## config.mk

```make
export PLATFORM = sky130hd
export DESIGN_NAME = hit_capture_flat
export DESIGN_NICKNAME = d
export VERILOG_FILES = /design/src/rtl/hit_capture_pkg.sv /design/src/rtl/hit_capture_if.sv /design/src/rtl/hit_capture_debounce.sv /design/src/rtl/hit_capture.sv /design/src/flat_wrapper.sv
export SDC_FILE = /design/constraint.sdc
export NUM_CORES = 1
export LEC_CHECK = 0
export ABC_AREA = 1
export BUFFER_PORTS_ARGS = -buffer_cell sky130_fd_sc_hd__buf_2
export CORE_AREA = 2 2 145 147
export DETAILED_ROUTE_END_ITERATION = 8
export DIE_AREA = 0 0 147 149
export PLACE_DENSITY_LB_ADDON = 0.2
export SLEW_MARGIN = 20
export SYNTH_ARGS = -nofsm -noshare
export SYNTH_HDL_FRONTEND = slang
export SYNTH_SLANG_ARGS = --single-unit
```

## constraint.sdc

```tcl
create_clock -name clk -period 2.69 [get_ports clk]
set_input_delay 0.538 -clock clk [delete_from_list [all_inputs] [get_ports clk]]
set_output_delay 0.538 -clock clk [all_outputs]
set_load 0.01 [all_outputs]
```

## src/rtl/hit_capture_pkg.sv

```systemverilog
// Shared widths, octave codes and FSM encodings for the hit_capture front end.
package hit_capture_pkg;

  localparam int NOTE_KEY_BITS = 7;
  localparam int NOTE_BITS     = 3;
  localparam int OCTAVE_BITS   = 2;
  localparam int LENGTH_BITS   = 3;
  localparam int CLOCK_BITS    = 32;

  localparam logic [OCTAVE_BITS-1:0] OCT_LOW  = 2'd0;
  localparam logic [OCTAVE_BITS-1:0] OCT_MID  = 2'd1;
  localparam logic [OCTAVE_BITS-1:0] OCT_HIGH = 2'd2;

  localparam logic [1:0] HC_IDLE  = 2'd0;
  localparam logic [1:0] HC_PRESS = 2'd1;
  localparam logic [1:0] HC_EMIT  = 2'd2;

  // Lowest pressed key wins; 0 means no key (rest).
  function automatic logic [NOTE_BITS-1:0] sel_note(input logic [NOTE_KEY_BITS-1:0] keys);
    logic [NOTE_BITS-1:0] n;
    n = 3'd0;
    for (int i = NOTE_KEY_BITS - 1; i >= 0; i--) begin
      if (keys[i]) n = NOTE_BITS'(i + 1);
    end
    return n;
  endfunction

endpackage

```

## src/rtl/hit_capture_if.sv

```systemverilog
// Hit record bus: one-cycle valid strobe plus the {clock, octave, note, length} record.
interface hit_capture_if;
  import hit_capture_pkg::*;

  logic                   hit_valid;
  logic [CLOCK_BITS-1:0]  hit_clock;
  logic [OCTAVE_BITS-1:0] hit_octave;
  logic [NOTE_BITS-1:0]   hit_note;
  logic [LENGTH_BITS-1:0] hit_length;

  modport master (output hit_valid, hit_clock, hit_octave, hit_note, hit_length);
  modport slave  (input  hit_valid, hit_clock, hit_octave, hit_note, hit_length);
endinterface

```

## src/rtl/hit_capture_debounce.sv

```systemverilog
// Vector debouncer: clean follows raw once raw has been stable for CYCLES samples.
module hit_capture_debounce #(
  parameter int WIDTH  = 7,
  parameter int CYCLES = 2000000
) (
  input  logic             clk,
  input  logic             rst_n,
  input  logic [WIDTH-1:0] raw_i,
  output logic [WIDTH-1:0] clean_o
);
  localparam int               CNT_W    = (CYCLES > 1) ? $clog2(CYCLES) : 1;
  localparam logic [CNT_W-1:0] CNT_LAST = CNT_W'(CYCLES - 1);
  localparam logic [CNT_W-1:0] CNT_ONE  = CNT_W'(1);

  logic [WIDTH-1:0] last_q, clean_q, clean_d;
  logic [CNT_W-1:0] cnt_q, cnt_d;

  // Stability counter restarts on any change versus the previous raw sample.
  always_comb begin
    cnt_d   = cnt_q;
    clean_d = clean_q;
    if (raw_i != last_q) begin
      cnt_d = {CNT_W{1'b0}};
    end else if (cnt_q == CNT_LAST) begin
      clean_d = raw_i;
    end else begin
      cnt_d = cnt_q + CNT_ONE;
    end
  end

  // Sample raw and hold the filtered vector.
  always_ff @(posedge clk or negedge rst_n) begin
    if (!rst_n) begin
      last_q  <= {WIDTH{1'b0}};
      clean_q <= {WIDTH{1'b0}};
      cnt_q   <= {CNT_W{1'b0}};
    end else begin
      last_q  <= raw_i;
      clean_q <= clean_d;
      cnt_q   <= cnt_d;
    end
  end

  assign clean_o = clean_q;
endmodule

```

## src/rtl/hit_capture.sv

```systemverilog
// Turns debounced note keys and octave buttons into timed hit records.
// Optional HIT_REST_EN: gaps of at least one unit between presses produce a rest record.
module hit_capture
  import hit_capture_pkg::*;
#(
  parameter int DEBOUNCE_CYCLES = 2000000,
  parameter int UNIT_CYCLES     = 12500000,
  parameter int MAX_LENGTH      = 7
) (
  input  logic                     clk,
  input  logic                     rst_n,
  input  logic                     en_i,
  input  logic                     oct_up_i,
  input  logic                     oct_down_i,
  input  logic [NOTE_KEY_BITS-1:0] note_key_i,
  input  logic [CLOCK_BITS-1:0]    system_clock_i,
  hit_capture_if.master            hit_o,
  output logic [OCTAVE_BITS-1:0]   octave_o,
  output logic                     holding_o
);
  localparam int                     UNIT_W    = (UNIT_CYCLES > 1) ? $clog2(UNIT_CYCLES) : 1;
  localparam logic [UNIT_W-1:0]      UNIT_LAST = UNIT_W'(UNIT_CYCLES - 1);
  localparam logic [UNIT_W-1:0]      UNIT_ONE  = UNIT_W'(1);
  localparam logic [LENGTH_BITS-1:0] MAX_LEN   = LENGTH_BITS'(MAX_LENGTH);
  localparam logic [LENGTH_BITS-1:0] LEN_ONE   = LENGTH_BITS'(1);

  logic [NOTE_KEY_BITS-1:0] keys_clean_s;
  logic [1:0]               btn_clean_s;
  logic [NOTE_BITS-1:0]     sel_s;
  logic                     up_s, dn_s, wrap_s;
  logic [UNIT_W-1:0]        cyc_inc_s;
  logic [LENGTH_BITS-1:0]   units_inc_s, len_s;

  logic [1:0]               btn_prev_q;
  logic [OCTAVE_BITS-1:0]   octave_q, octave_d;
  logic [1:0]               state_q, state_d;
  logic [NOTE_BITS-1:0]     note_q, note_d;
  logic [OCTAVE_BITS-1:0]   poct_q, poct_d;
  logic [CLOCK_BITS-1:0]    pclk_q, pclk_d;
  logic [UNIT_W-1:0]        cyc_q, cyc_d;
  logic [LENGTH_BITS-1:0]   units_q, units_d;
  logic                     hv_q, hv_d;
  logic [CLOCK_BITS-1:0]    hclk_q, hclk_d;
  logic [OCTAVE_BITS-1:0]   hoct_q, hoct_d;
  logic [NOTE_BITS-1:0]     hnote_q, hnote_d;
  logic [LENGTH_BITS-1:0]   hlen_q, hlen_d;
`ifdef HIT_REST_EN
  logic                     gap_q, gap_d;
`endif

  hit_capture_debounce #(.WIDTH(NOTE_KEY_BITS), .CYCLES(DEBOUNCE_CYCLES)) u_keys (
    .clk(clk), .rst_n(rst_n), .raw_i(note_key_i), .clean_o(keys_clean_s));

  hit_capture_debounce #(.WIDTH(2), .CYCLES(DEBOUNCE_CYCLES)) u_btns (
    .clk(clk), .rst_n(rst_n), .raw_i({oct_down_i, oct_up_i}), .clean_o(btn_clean_s));

  // Octave tracking and unit timing; the length includes this cycle's wrap.
  always_comb begin
    sel_s       = sel_note(keys_clean_s);
    up_s        = btn_clean_s[0] & ~btn_prev_q[0];
    dn_s        = btn_clean_s[1] & ~btn_prev_q[1];
    wrap_s      = (cyc_q == UNIT_LAST);
    cyc_inc_s   = wrap_s ? {UNIT_W{1'b0}} : cyc_q + UNIT_ONE;
    units_inc_s = (wrap_s && units_q != MAX_LEN) ? units_q + LEN_ONE : units_q;
    len_s       = (units_inc_s == {LENGTH_BITS{1'b0}}) ? LEN_ONE : units_inc_s;
    if (!en_i) begin
      octave_d = OCT_MID;
    end else if (up_s && !dn_s && octave_q != OCT_HIGH) begin
      octave_d = octave_q + 2'd1;
    end else if (dn_s && !up_s && octave_q != OCT_LOW) begin
      octave_d = octave_q - 2'd1;
    end else begin
      octave_d = octave_q;
    end
  end

  // Press FSM and record capture.
  always_comb begin
    state_d = state_q;  note_d  = note_q;  poct_d = poct_q;  pclk_d = pclk_q;
    cyc_d   = cyc_q;    units_d = units_q; hv_d   = 1'b0;
    hclk_d  = hclk_q;   hoct_d  = hoct_q;  hnote_d = hnote_q; hlen_d = hlen_q;
`ifdef HIT_REST_EN
    gap_d   = gap_q;
`endif
    if (!en_i) begin
      state_d = HC_IDLE;
      cyc_d   = {UNIT_W{1'b0}};
      units_d = {LENGTH_BITS{1'b0}};
`ifdef HIT_REST_EN
      gap_d   = 1'b0;
`endif
    end else begin
      case (state_q)
        HC_IDLE: begin
`ifdef HIT_REST_EN
          cyc_d   = cyc_inc_s;
          units_d = units_inc_s;
`else
          cyc_d   = {UNIT_W{1'b0}};
          units_d = {LENGTH_BITS{1'b0}};
`endif
          if (sel_s != 3'd0) begin
`ifdef HIT_REST_EN
            if (gap_q && units_inc_s != {LENGTH_BITS{1'b0}}) begin
              hv_d    = 1'b1;
              hclk_d  = pclk_q;
              hoct_d  = octave_q;
              hnote_d = 3'd0;
              hlen_d  = units_inc_s;
            end else begin
              hv_d    = 1'b0;
            end
            gap_d   = 1'b0;
`endif
            state_d = HC_PRESS;
            note_d  = sel_s;
            poct_d  = octave_q;
            pclk_d  = system_clock_i;
            cyc_d   = {UNIT_W{1'b0}};
            units_d = {LENGTH_BITS{1'b0}};
          end else begin
            state_d = HC_IDLE;
          end
        end
        HC_PRESS: begin
          cyc_d   = cyc_inc_s;
          units_d = units_inc_s;
          if (sel_s != note_q) begin
            state_d = HC_EMIT;
            hv_d    = 1'b1;
            hclk_d  = pclk_q;
            hoct_d  = poct_q;
            hnote_d = note_q;
            hlen_d  = len_s;
          end else begin
            state_d = HC_PRESS;
          end
        end
        HC_EMIT: begin
          cyc_d   = {UNIT_W{1'b0}};
          units_d = {LENGTH_BITS{1'b0}};
          if (sel_s != 3'd0) begin
            state_d = HC_PRESS;
            note_d  = sel_s;
            poct_d  = octave_q;
            pclk_d  = system_clock_i;
          end else begin
            // The press clock register doubles as the gap start time.
            state_d = HC_IDLE;
            pclk_d  = system_clock_i;
`ifdef HIT_REST_EN
            gap_d   = 1'b1;
`endif
          end
        end
        default: state_d = HC_IDLE;
      endcase
    end
  end

  // State and record registers.
  always_ff @(posedge clk or negedge rst_n) begin
    if (!rst_n) begin
      btn_prev_q <= 2'b00;
      octave_q   <= OCT_MID;
      state_q    <= HC_IDLE;
      note_q     <= 3'd0;
      poct_q     <= OCT_MID;
      pclk_q     <= {CLOCK_BITS{1'b0}};
      cyc_q      <= {UNIT_W{1'b0}};
      units_q    <= {LENGTH_BITS{1'b0}};
      hv_q       <= 1'b0;
      hclk_q     <= {CLOCK_BITS{1'b0}};
      hoct_q     <= OCT_MID;
      hnote_q    <= 3'd0;
      hlen_q     <= {LENGTH_BITS{1'b0}};
`ifdef HIT_REST_EN
      gap_q      <= 1'b0;
`endif
    end else begin
      btn_prev_q <= btn_clean_s;
      octave_q   <= octave_d;
      state_q    <= state_d;
      note_q     <= note_d;
      poct_q     <= poct_d;
      pclk_q     <= pclk_d;
      cyc_q      <= cyc_d;
      units_q    <= units_d;
      hv_q       <= hv_d;
      hclk_q     <= hclk_d;
      hoct_q     <= hoct_d;
      hnote_q    <= hnote_d;
      hlen_q     <= hlen_d;
`ifdef HIT_REST_EN
      gap_q      <= gap_d;
`endif
    end
  end

  assign hit_o.hit_valid  = hv_q;
  assign hit_o.hit_clock  = hclk_q;
  assign hit_o.hit_octave = hoct_q;
  assign hit_o.hit_note   = hnote_q;
  assign hit_o.hit_length = hlen_q;
  assign octave_o         = octave_q;
  assign holding_o        = (state_q == HC_PRESS);
endmodule

```

## src/flat_wrapper.sv

```systemverilog
// flat-port wrapper written by rule: the top's interface ports become plain ports
module hit_capture_flat import hit_capture_pkg::*;
#(
  parameter int DEBOUNCE_CYCLES = 2000000,
  parameter int UNIT_CYCLES     = 12500000,
  parameter int MAX_LENGTH      = 7
)
  (clk, rst_n, en_i, oct_up_i, oct_down_i, note_key_i, system_clock_i, octave_o, holding_o, hit_o_hit_valid, hit_o_hit_clock, hit_o_hit_octave, hit_o_hit_note, hit_o_hit_length);
  hit_capture_if hit_o_i ();
  input  logic clk;
  input  logic rst_n;
  input  logic en_i;
  input  logic oct_up_i;
  input  logic oct_down_i;
  input  logic [NOTE_KEY_BITS-1:0] note_key_i;
  input  logic [CLOCK_BITS-1:0] system_clock_i;
  output logic [OCTAVE_BITS-1:0] octave_o;
  output logic holding_o;
  output wire logic [$bits(hit_o_i.hit_valid)-1:0] hit_o_hit_valid;
  output wire logic [$bits(hit_o_i.hit_clock)-1:0] hit_o_hit_clock;
  output wire logic [$bits(hit_o_i.hit_octave)-1:0] hit_o_hit_octave;
  output wire logic [$bits(hit_o_i.hit_note)-1:0] hit_o_hit_note;
  output wire logic [$bits(hit_o_i.hit_length)-1:0] hit_o_hit_length;
  assign hit_o_hit_valid = hit_o_i.hit_valid;
  assign hit_o_hit_clock = hit_o_i.hit_clock;
  assign hit_o_hit_octave = hit_o_i.hit_octave;
  assign hit_o_hit_note = hit_o_i.hit_note;
  assign hit_o_hit_length = hit_o_i.hit_length;
  hit_capture #(.DEBOUNCE_CYCLES(DEBOUNCE_CYCLES), .UNIT_CYCLES(UNIT_CYCLES), .MAX_LENGTH(MAX_LENGTH)) u_core (.clk(clk), .rst_n(rst_n), .en_i(en_i), .oct_up_i(oct_up_i), .oct_down_i(oct_down_i), .note_key_i(note_key_i), .system_clock_i(system_clock_i), .hit_o(hit_o_i), .octave_o(octave_o), .holding_o(holding_o));
endmodule
```

==> results_tabular.tex <==
\begin{tabular}{lr}
\hline
Metric & Value \\
\hline
\multicolumn{2}{l}{\textbf{STA}} \\
\quad Number of hold violations in the final report & 0 \\
\quad Setup TNS & 0 ns \\
\quad Fin Clk Skew & 0.01476 ns \\
\quad Max Clock Freq & 521.1 MHz \\
\quad Portion of the clock cycle consumed by the worst path in the final layout & 71.34\% \\
\quad Headroom to the max-slew limit & 67.28\% \\
\quad Count of final max-slew check failures & 0 \\
\quad RSZ-0062 raised after global routing & false \\
\quad Actual transition at the worst max-transition pin & 0.4908 ns \\
\quad Final setup vio count & 0 \\
\quad Time the final worst path needs with I/O delays and setup & 1.919 ns \\
\multicolumn{2}{l}{\textbf{Final layout}} \\
\quad Area overhead of the layout relative to synthesis & 16.80\% \\
\quad Fin nets & 1,108 \\
\quad Area occupied by registers & 4283 um2 \\
\quad Number of fill cells & 2,085 \\
\quad Top library cells by usage in the layout, fill and taps aside & nand2\_1, dfrtp\_1, buf\_2, nor2\_1, inv\_1 \\
\quad Area of combinational cells with multiple inputs & 3204 um2 \\
\quad Layout cells sized above 1 & 15.76\% \\
\quad Antenna diode instance count & 0 \\
\quad Area of all placed cells without fillers & 9293 um2 \\
\quad Most frequent standard cell in the layout excluding fill and tap cells & nand2\_1 \\
\multicolumn{2}{l}{\textbf{Logic synthesis}} \\
\quad Synth Net Count & 1,015 \\
\quad Avg Synthesized Cell Area & 8.236 um2 \\
\quad Flip-flop and latch count after synthesis & 171 \\
\quad Ys async rst share & 100.0\% \\
\quad Yosys Warn Count & 0 \\
\quad Cell Area, Synth & 7956 um2 \\
\quad Post-synthesis cell type count & 46 \\
\quad Number of flops mapped to enable cells by yosys & 0 \\
\quad Proportion of synthesized chip area in sequential cells & 53.83\% \\
\quad Cells after Synth & 966 \\
\quad Top\_reg\_cell synth & dfrtp\_1 \\
\multicolumn{2}{l}{\textbf{Floorplan}} \\
\quad Die outline width & 147 um \\
\quad Number of placed I/O pins & 88 \\
\quad Core ar. & 20,560 um2 \\
\quad Die Footprint & 21,900 um2 \\
\quad Initial Utilization & 38.70\% \\
\quad Vertical die dimension & 149 um \\
\quad Number of rows in the core area & 53 \\
\multicolumn{2}{l}{\textbf{Power}} \\
\quad Lkg Pwr & 4.478 nW \\
\quad Total power density per cell area & 731.5 nW/um2 \\
\quad Maximum VDD drop & 0.0004281 V \\
\multicolumn{2}{l}{\textbf{CTS}} \\
\quad Clock transition at the registers of the reported paths & 0.08 ns \\
\quad Buffers inserted by post-CTS timing repair & 0 \\
\quad Number of buffers on the longest clock path & 2 \\
\quad Clk sink count & 171 \\
\quad CTS Buf Count & 17 \\
\quad CTS tree & done \\
\quad Hold\_buf cts & 0 \\
\quad Root Buffer Master & clkbuf\_16 \\
\quad Clock latency on the worst-skew pair & 0.43 ns \\
\quad Number of H-tree levels & 4 \\
\quad Post-CTS resize count & 0 \\
\multicolumn{2}{l}{\textbf{Global route}} \\
\quad GR Layer Usage met3 & 3.456\% \\
\quad Global routing met1 resource utilization & 23.14\% \\
\quad Maximum number of pins on one net before global-route repair & 53 \\
\quad Global-route wire length before repair & 30,260 um \\
\quad Layer carrying the most global-route usage & met2 \\
\quad Congestion Overflow GR & 0 \\
\quad Total global routing track utilization & 17.07\% \\
\quad Global-route met2 utilization & 28.08\% \\
\quad Number of global-route vias before repair & 6,193 \\
\quad Number of antenna violations at the first check in global routing & 0 \\
\multicolumn{2}{l}{\textbf{Drt}} \\
\quad Residual DRC & 0 \\
\quad Detailed-route wire length & 17,550 um \\
\quad Routed length per instance & 13.03 um \\
\quad Number of detailed-routing iterations run before antenna repair & 5 \\
\quad Via count & 6,408 \\
\quad Routed Antenna Nets & 0 \\
\quad Via-to-Cell Ratio & 4.757 \\
\quad Number of DRC markers after the initial detailed-route iteration & 360 \\
\multicolumn{2}{l}{\textbf{Worst setup path}} \\
\quad Crit Path Max Fanout & 40 \\
\quad Startpoint type of the worst setup path & register \\
\quad Maximum single-stage delay on the critical path & 0.39 ns \\
\quad CP most frequent cell & nand2\_1 \\
\quad Worst-path cell chain & nor2\_2 > nand2\_1 > nand2\_1 > nand2\_2 > nand2\_1 > nand2\_2 > nor2\_4 > nand2\_1 > nand2\_2 > buf\_4 > nand2\_1 > nand2\_1 \\
\quad Worst path arrival time & 2.28 ns \\
\quad Critical path class & reg -> reg \\
\quad Data required, critical path & 3.06 ns \\
\quad Master of the slowest instance on the critical path & dfrtp\_1 \\
\quad CP Capture Type & register \\
\multicolumn{2}{l}{\textbf{Place}} \\
\quad Placed standard-cell area & 8718 um2 \\
\quad Final weighted congestion in routability-driven placement & 0.8107 \\
\quad Sum of net half-perimeters after detailed placement & 12,260 um \\
\quad IO buf count & 87 \\
\multicolumn{2}{l}{\textbf{Min path}} \\
\quad Path class of the lowest-slack min-delay path & in -> async \\
\multicolumn{2}{l}{\textbf{Outcome}} \\
\quad Outcome & finished clean \\
\multicolumn{2}{l}{\textbf{Job}} \\
\quad Number of maximum-capacitance constraint violations & 0 \\
\hline
\end{tabular}
-- per-layer routing --
metal,wire [um],up-vias
li1,-,3300
met3,696,11
met5,0,-
met2,8241,101
met4,153,0
met1,8457,2996
-- stage by stage --
stage | std cells | util (%) | total power, mW | hold WS (ns) | setup slack (ns)
global route | 1347 | 45.20 | 7.206 | 0.06659 | 0.5604
CTS | 1347 | 45.20 | 6.902 | 0.05325 | 0.7684
global placement | 1315 | 42.41 | 4.465 | 0.3542 | 0.7826
detailed placement | 1315 | 42.41 | 4.482 | 0.3603 | 0.7227
floorplan | 966 | - | 3.937 | 0.2424 | 1.110
finish | 1347 | 45.20 | 6.798 | 0.03475 | 0.7711
-- cell usage after synthesis, types with 10 or more instances --
library cell | instances | share of area, %
nand2_1 | 326 | 15
inv_1 | 80 | 3.8
nor3_1 | 21 | 1.3
nand4_1 | 24 | 1.9
a21oi_1 | 33 | 2.1
dfrtp_1 | 168 | 53
inv_2 | 10 | 0.47
xor2_1 | 15 | 1.7
nand3_1 | 68 | 4.3
nor2_1 | 84 | 4.0
o21ai_0 | 38 | 2.4
-- final timing paths --
check                           slack [ns]                     start                          to  cells past startpoint
worst max-delay path                  0.77  u_core.u_keys.clean_o[4]  u_core.hit_o.hit_clock[26]                     12
worst min-delay path                  0.03                     rst_n   u_core.hit_o.hit_clock[9]                      1
worst max register to register        0.77  u_core.u_keys.clean_o[4]  u_core.hit_o.hit_clock[26]                     12
worst min register to register        0.37  u_core.u_btns.clean_o[0]        u_core.btn_prev_q[0]                      0
max in group asynchronous             1.93                     rst_n            u_core.poct_q[0]                      2
min in group clk                      0.26                  oct_up_i     u_core.u_btns.last_q[0]                      1
-- layout make-up --
class / count / area share, %
Clock buffer: 17 / 4.578
Clock inverter: 15 / 1.602
Inverter: 90 / 3.635
Multi-Input combinational cell: 681 / 34.48
Sequential cell: 171 / 46.09
Tap cell: 275 / 3.703
Timing Repair Buffer: 98 / 5.911
-- state kept, by name, summed over array words and instances, names as in the netlist, 2 cells and up --
register and flops:
u_core.note_q 3, u_core.hit_o.hit_octave 2, u_core.u_keys.clean_o 7, u_core.hit_o.hit_length 3, u_core.u_btns.cnt_q 21, u_core.u_keys.last_q 7
u_core.units_q 3, u_core.hit_o.hit_note 3, u_core.state_q 2, u_core.cyc_q 24, u_core.pclk_q 32, u_core.u_btns.clean_o 2
u_core.hit_o.hit_clock 32, u_core.btn_prev_q 2, u_core.u_btns.last_q 2, u_core.u_keys.cnt_q 21, u_core.octave_o 2, u_core.poct_q 2
-- kinds of logic after synthesis --
group,count (synthesis),share of synthesized area (%)
adder cells (fa/ha/maj),5,0.7863
XOR/XNOR,19,2.092
AO/OA/AOI/OAI,98,6.762
AND/OR/NAND/NOR,559,30.51
buffers and inverters,114,6.023
flip-flops,171,53.83
-- critical path, delay by kind of cell (launching register included) --
| kind | cells | cell delay [ns] |
|---|---|---|
| simple gates | 11 | 1.06 |
| flops | 1 | 0.39 |
| buf+inv | 1 | 0.39 |
-- power by group --
group          switching [mW]  total, mW  leakage [nW]  internal (mW)
clock network            1.15       2.39         0.276           1.24
registers               0.235       3.25          2.20           3.01
logic                   0.709       1.17          2.00          0.457
total                    2.09       6.80          4.48           4.71
No activity file was read; power rests on OpenSTA's default activity.
